===== src/rtl/instr_sequencer_pkg.sv =====
// rtl/instr_sequencer_pkg.sv - shared constants, opcodes and state encoding for the instruction sequencer
package instr_sequencer_pkg;

  localparam int DEPTH    = 32;
  localparam int AW       = $clog2(DEPTH);
  localparam int WAIT_MAX = 7;
  localparam int WCW      = $clog2(WAIT_MAX + 1);

  // Stop word; opcode 111 is never used by the processor, so it cannot collide.
  localparam logic [15:0] HALT_WORD = 16'hFFFF;

  // Processor opcodes, instruction bits [15:13].
  localparam logic [2:0] OP_MV  = 3'b000;
  localparam logic [2:0] OP_MVT = 3'b001;
  localparam logic [2:0] OP_ADD = 3'b010;
  localparam logic [2:0] OP_SUB = 3'b011;

  typedef enum logic [2:0] {
    ST_IDLE  = 3'd0,
    ST_ISSUE = 3'd1,
    ST_WAIT  = 3'd2,
    ST_HALT  = 3'd3,
    ST_ERROR = 3'd4
  } state_e;

endpackage


===== src/rtl/instr_sequencer_if.sv =====
// rtl/instr_sequencer_if.sv - control, load and processor-facing signals of the instruction sequencer
interface instr_sequencer_if;
  import instr_sequencer_pkg::*;

  logic          start;
  logic          load_en;
  logic [AW-1:0] load_addr;
  logic [15:0]   load_data;
  logic          done;
  logic [15:0]   din;
  logic          run;
  logic [AW-1:0] pc;
  logic          busy;
  logic          halted;
  logic          timeout;
  logic [15:0]   instr_count;

  // Controller / processor side that drives start, loads and done.
  modport master (
    output start, load_en, load_addr, load_data, done,
    input  din, run, pc, busy, halted, timeout, instr_count
  );

  // Sequencer side.
  modport slave (
    input  start, load_en, load_addr, load_data, done,
    output din, run, pc, busy, halted, timeout, instr_count
  );

endinterface


===== src/rtl/instr_sequencer_prog_ram.sv =====
// rtl/instr_sequencer_prog_ram.sv - program memory, synchronous write and asynchronous read
module prog_ram #(
  parameter int DEPTH = 32,
  parameter int AW    = 5,
  parameter int DW    = 16
) (
  input  logic          clk_i,
  input  logic          we_i,
  input  logic [AW-1:0] waddr_i,
  input  logic [DW-1:0] wdata_i,
  input  logic [AW-1:0] raddr_i,
  output logic [DW-1:0] rdata_o
);

  logic [DW-1:0] mem_q [DEPTH];

  // Write port; contents deliberately survive reset so a program can be rerun.
  always_ff @(posedge clk_i) begin
    if (we_i) begin
      mem_q[waddr_i] <= wdata_i;
    end
  end

  assign rdata_o = mem_q[raddr_i];

endmodule


===== src/rtl/instr_sequencer.sv =====
// rtl/instr_sequencer.sv - issues program words one at a time to the processor and waits for done
module instr_sequencer
  import instr_sequencer_pkg::*;
(
  input  logic               clk_i,
  input  logic               rst_n_i,
  instr_sequencer_if.slave   bus
);

  localparam logic [AW-1:0]  LAST_PC    = AW'(DEPTH - 1);
  localparam logic [WCW-1:0] WAIT_LIMIT = WCW'(WAIT_MAX - 1);

  state_e         state_q, state_d;
  logic [AW-1:0]  pc_q, pc_d;
  logic [WCW-1:0] wcnt_q, wcnt_d;
  logic [15:0]    icnt_q, icnt_d;
  logic [15:0]    din_q, din_d;

  logic [15:0]    rd_data;
  logic           ram_we;
  logic           is_halt;
  logic           can_start;

  // Loads and starts are only honoured while nothing is in flight.
  assign can_start = (state_q == ST_IDLE) || (state_q == ST_HALT) || (state_q == ST_ERROR);
  assign ram_we    = bus.load_en && can_start;
  assign is_halt   = (rd_data == HALT_WORD);

  prog_ram #(
    .DEPTH (DEPTH),
    .AW    (AW),
    .DW    (16)
  ) u_prog_ram (
    .clk_i   (clk_i),
    .we_i    (ram_we),
    .waddr_i (bus.load_addr),
    .wdata_i (bus.load_data),
    .raddr_i (pc_q),
    .rdata_o (rd_data)
  );

  assign bus.pc          = pc_q;
  assign bus.instr_count = icnt_q;

  // State, PC, wait counter, instruction count and held instruction register.
  always_ff @(posedge clk_i or negedge rst_n_i) begin
    if (!rst_n_i) begin
      state_q <= ST_IDLE;
      pc_q    <= '0;
      wcnt_q  <= '0;
      icnt_q  <= '0;
      din_q   <= '0;
    end else begin
      state_q <= state_d;
      pc_q    <= pc_d;
      wcnt_q  <= wcnt_d;
      icnt_q  <= icnt_d;
      din_q   <= din_d;
    end
  end

  // Next-state and output decode; din_q keeps the last issued word so DIN holds in WAIT/HALT/ERROR.
  always_comb begin
    state_d     = state_q;
    pc_d        = pc_q;
    wcnt_d      = wcnt_q;
    icnt_d      = icnt_q;
    din_d       = din_q;
    bus.din     = din_q;
    bus.run     = 1'b0;
    bus.busy    = 1'b0;
    bus.halted  = 1'b0;
    bus.timeout = 1'b0;

    case (state_q)
      ST_IDLE: begin
        if (bus.start) begin
          state_d = ST_ISSUE;
          pc_d    = '0;
          icnt_d  = '0;
        end
      end

      ST_ISSUE: begin
        bus.busy = 1'b1;
        bus.din  = rd_data;
        din_d    = rd_data;
        if (is_halt) begin
          state_d = ST_HALT;
        end else begin
          bus.run = 1'b1;
          state_d = ST_WAIT;
          wcnt_d  = '0;
        end
      end

      ST_WAIT: begin
        bus.busy = 1'b1;
        if (bus.done) begin
          icnt_d = (icnt_q == 16'hFFFF) ? icnt_q : icnt_q + 16'd1;
          if (pc_q == LAST_PC) begin
            state_d = ST_HALT;
          end else begin
            pc_d    = pc_q + AW'(1);
            state_d = ST_ISSUE;
          end
        end else begin
          wcnt_d = wcnt_q + WCW'(1);
          if (wcnt_q == WAIT_LIMIT) begin
            state_d = ST_ERROR;
          end
        end
      end

      ST_HALT, ST_ERROR: begin
        bus.halted  = (state_q == ST_HALT);
        bus.timeout = (state_q == ST_ERROR);
        if (bus.start) begin
          state_d = ST_ISSUE;
          pc_d    = '0;
          icnt_d  = '0;
        end
      end

      default: begin
        state_d = ST_IDLE;
      end
    endcase
  end

endmodule


===== src/flat_wrapper.sv =====
// flat-port wrapper written by rule: the top's interface ports become plain ports
module instr_sequencer_flat import instr_sequencer_pkg::*;
  (clk_i, rst_n_i, bus_start, bus_load_en, bus_load_addr, bus_load_data, bus_done, bus_din, bus_run, bus_pc, bus_busy, bus_halted, bus_timeout, bus_instr_count);
  instr_sequencer_if bus_i ();
  input  logic clk_i;
  input  logic rst_n_i;
  input wire logic [$bits(bus_i.start)-1:0] bus_start;
  input wire logic [$bits(bus_i.load_en)-1:0] bus_load_en;
  input wire logic [$bits(bus_i.load_addr)-1:0] bus_load_addr;
  input wire logic [$bits(bus_i.load_data)-1:0] bus_load_data;
  input wire logic [$bits(bus_i.done)-1:0] bus_done;
  output wire logic [$bits(bus_i.din)-1:0] bus_din;
  output wire logic [$bits(bus_i.run)-1:0] bus_run;
  output wire logic [$bits(bus_i.pc)-1:0] bus_pc;
  output wire logic [$bits(bus_i.busy)-1:0] bus_busy;
  output wire logic [$bits(bus_i.halted)-1:0] bus_halted;
  output wire logic [$bits(bus_i.timeout)-1:0] bus_timeout;
  output wire logic [$bits(bus_i.instr_count)-1:0] bus_instr_count;
  assign bus_i.start = bus_start;
  assign bus_i.load_en = bus_load_en;
  assign bus_i.load_addr = bus_load_addr;
  assign bus_i.load_data = bus_load_data;
  assign bus_i.done = bus_done;
  assign bus_din = bus_i.din;
  assign bus_run = bus_i.run;
  assign bus_pc = bus_i.pc;
  assign bus_busy = bus_i.busy;
  assign bus_halted = bus_i.halted;
  assign bus_timeout = bus_i.timeout;
  assign bus_instr_count = bus_i.instr_count;
  instr_sequencer u_core (.clk_i(clk_i), .rst_n_i(rst_n_i), .bus(bus_i));
endmodule

===== config.mk =====
export PLATFORM = sky130hd
export DESIGN_NAME = instr_sequencer_flat
export DESIGN_NICKNAME = d
export VERILOG_FILES = /design/src/rtl/instr_sequencer_pkg.sv /design/src/rtl/instr_sequencer_if.sv /design/src/rtl/instr_sequencer_prog_ram.sv /design/src/rtl/instr_sequencer.sv /design/src/flat_wrapper.sv
export SDC_FILE = /design/constraint.sdc
export NUM_CORES = 1
export LEC_CHECK = 0
export BUFFER_PORTS_ARGS = -buffer_cell sky130_fd_sc_hd__clkbuf_2
export CAP_MARGIN = 30
export CORE_UTILIZATION = 59
export DETAILED_ROUTE_END_ITERATION = 6
export GPL_TIMING_DRIVEN = 0
export PLACE_DENSITY = 0.83
export SYNTH_ARGS = -nofsm -noshare
export SYNTH_HDL_FRONTEND = slang
export SYNTH_SLANG_ARGS = --single-unit

===== constraint.sdc =====
create_clock -name clk_i -period 7.9 [get_ports clk_i]
set_clock_uncertainty 0.15 [all_clocks]
set_input_delay 1.58 -clock clk_i [delete_from_list [all_inputs] [get_ports clk_i]]
set_output_delay 1.58 -clock clk_i [all_outputs]
set_load 0.02 [all_outputs]

==> results.cfg <==
[layout]
antennaDiodeCount = 0
multi_input_area_um2 = 5130
num-fill-cells = 2118
ff_latch_area_um2 = 16500
synthToLayoutAreaGrowth_pct = 14.6
final_nets = 1324
layout-drive-gt1-share_pct = 27.2

[sta]
slew_headroom_pct = 34.1
setup_viol = 0
maxSlewViolCount = 0
finalCriticalPeriod_ns = 5.54
tns_ns = 0
tightest_slew_ns = 0.987
hold_violations = 0
period_share_pct = 70.2
rsz0062_at_grt = false
setup_slack_ns = 2.36
timing.fmax_mhz = 180

[synth]
syn_inst = 1144
syn-cell-area_um2 = 22100
ys_seq_area_share_pct = 74.4
synth_top_cell_by_area = edfxtp_1
yosysUniqueCellTypes = 57
synth-edff-count = 512
synth_top_area_share_pct = 69.5
synthTopCellsByArea = edfxtp_1 70%, mux4_2 10%, dfrtp_1 4.9%, mux2i_1 3.9%, nor2_1 1.3%
async_reset_ff_share_pct = 7.75
ys_ff_latch = 555
yosysWarnings = 0
avgSynthCellArea_um2 = 19.3
yosysMostFrequentCell = edfxtp_1
synthTopCellsByCount = 512 x edfxtp_1, 98 x mux4_2, 86 x mux2i_1, 79 x nor2_1, 53 x nand2_1
yosys_most_used_dff = edfxtp_1
synth_fp_nets = 1175

[global_route]
grt_max_degree = 33
antenna_found_initial = 3
grt_util_all_layers_pct = 29.8
grt_pass1_vias = 12400
overflow = 0
grt_pass1_wl_mm = 80.6

[clock_network]
post_cts_buffers = 0
cts_hold_buf = 0
root_buffer = clkbuf_16
htreeDepth = 2
path_clk_slew_ns = 0.06
worstSkewPairLatency_ns = 0.58
cts.path.max_buffers = 3
cts_buffers = 52
cts_tree = yes
cts_sinks = 555
cts_resized = 0

[setup_path]
startpoint_type = flop
endpoint_kind = output pin
worstPathRequired_ns = 6.17
cp_max_fo = 10
crit_type = reg -> out
cp.arrival_ns = 3.81

[routing]
vias_per_cell = 6.82
routed_wl_mm = 55.8
drt_iter0_drc = 1600
drt_pre_antenna_iters = 6
ant_nets = 0
vias = 12300
drc_errors = 0
wl_per_cell_um = 31.0

[die]
coreArea_um2 = 36800
num_io_pins = 67
row_count = 70
die_h_um = 196
die_w_um = 196
start_util_pct = 60.1
dieArea_um2 = 38300

[hold_path]
hold_path_class = reg -> reg

[pwr]
p_leak_nw = 8.55
fin_total_pwr_mw = 7.94
peakVddDrop_v = 0.000294
power.density_nw_per_um2 = 313

[placed_design]
gp_congestion = 0.908
port_buffers = 66
place_ws_ns = 3.09
dp_hpwl_mm = 34.9

[flow_run]
maxCapViolCount = 0

[outcome]
status = finished, final reports clean
==> cells in the final DEF, fill, tap and decap left out, types with 12 or more instances in the layout <==
| master | n |
|---|---|
| edfxtp_1 | 512 |
| mux4_2 | 98 |
| mux2i_1 | 86 |
| clkbuf_2 | 66 |
| nand2_1 | 53 |
| clkbuf_16 | 53 |
| nor2_1 | 47 |
| dfrtp_1 | 43 |
| o21ai_0 | 33 |
| nor2_2 | 32 |
| buf_8 | 30 |
| o22ai_1 | 24 |
| clkbuf_1 | 17 |
| a21o_1 | 16 |
| o221ai_1 | 14 |
| clkinv_2 | 13 |
| buf_2 | 12 |
| nand3_1 | 12 |
| a211o_1 | 12 |
| clkinv_1 | 12 |
==> cells by family (layout without fill, tap and decap cells) <==
kind of cell | after synthesis | count (layout) | share of synthesized area (%)
AOI/OAI and AO/OA | 139 | 139 | 4.40
buffers and inverters | 65 | 256 | 2.73
xor gates and xnor gates | 10 | 10 | 0.396
and+or+nand+nor | 186 | 186 | 3.90
adders and majority gates | 5 | 5 | 0.283
DFF | 555 | 555 | 74.4
muxes | 184 | 184 | 13.9
==> layout make-up <==
type                       count  area share [%]
clock buffer                  57            5.29
multi-input combinational    524            20.3
inverter                       5          0.0740
tap                          468            2.31
buffer                        60            2.31
sequential                   555            64.9
clock inverter                39            1.84
timing repair buffer          95            3.02
==> state kept, by name, summed over array words and instances (netlist names) <==
signal                   cells
u_core.bus.instr_count      16
u_core.bus.pc                5
u_core.din_q                16
u_core.state_q               3
u_core.u_prog_ram.mem_q    512
u_core.wcnt_q                3
==> worst max-delay path, stage by stage (launching register included) <==
cell	delay, ns
dfrtp_1	0.49
buf_2	0.32
buf_2	0.36
mux4_2	0.38
mux2i_1	0.54
nor2_1	0.16
o22ai_1	0.34
nor4_2	0.10
nand4_2	0.21
and2_1	0.17
clkbuf_2	0.17
==> metal layers <==
layer  wire length [um]  up-vias  global-route usage [%]
met5                 41        -                       0
met1              19600     6238                    38.5
met2              27000      924                    48.1
li1                   -     4930                       -
met4               2990        6                    15.0
met3               6260      192                    6.60
==> final timing paths <==
kind	slack [ns]	cells after the start	to	start
min in group asynchronous	0.85	1	u_core.bus.pc[1]$_DFFE_PN0P_	rst_n_i
max reg2reg	4.51	8	u_core.u_prog_ram.mem_q[18][15]$_DFFE_PP_	u_core.state_q[2]$_DFFE_PN0P_
max	2.36	10	bus_run	u_core.bus.pc[3]$_DFFE_PN0P_
min reg2reg	0.36	2	u_core.din_q[0]$_DFF_PN0_	u_core.din_q[0]$_DFF_PN0_
min	0.36	2	u_core.din_q[0]$_DFF_PN0_	u_core.din_q[0]$_DFF_PN0_
max in group asynchronous	6.22	2	u_core.din_q[14]$_DFF_PN0_	rst_n_i
==> power by group <==
part	internal [mW]	switching, mW
combinational	0.765	1.17
sequential	3.31	0.0581
clock	1.58	1.06
total	5.66	2.28
==> per-stage QoR <==
step           hold WS (ns)  utilization, %  std cells  area [um^2]
6_report              0.360            68.9       1803        25300
5_1_grt               0.381            68.9       1803        25300
4_1_cts               0.361            68.8       1801        25300
3_5_place_dp          0.338            63.9       1705        23500
3_3_place_gp          0.330            62.6       1678        23000
2_1_floorplan         0.336               -       1144        22100
No activity file was read; power rests on OpenSTA's default activity.
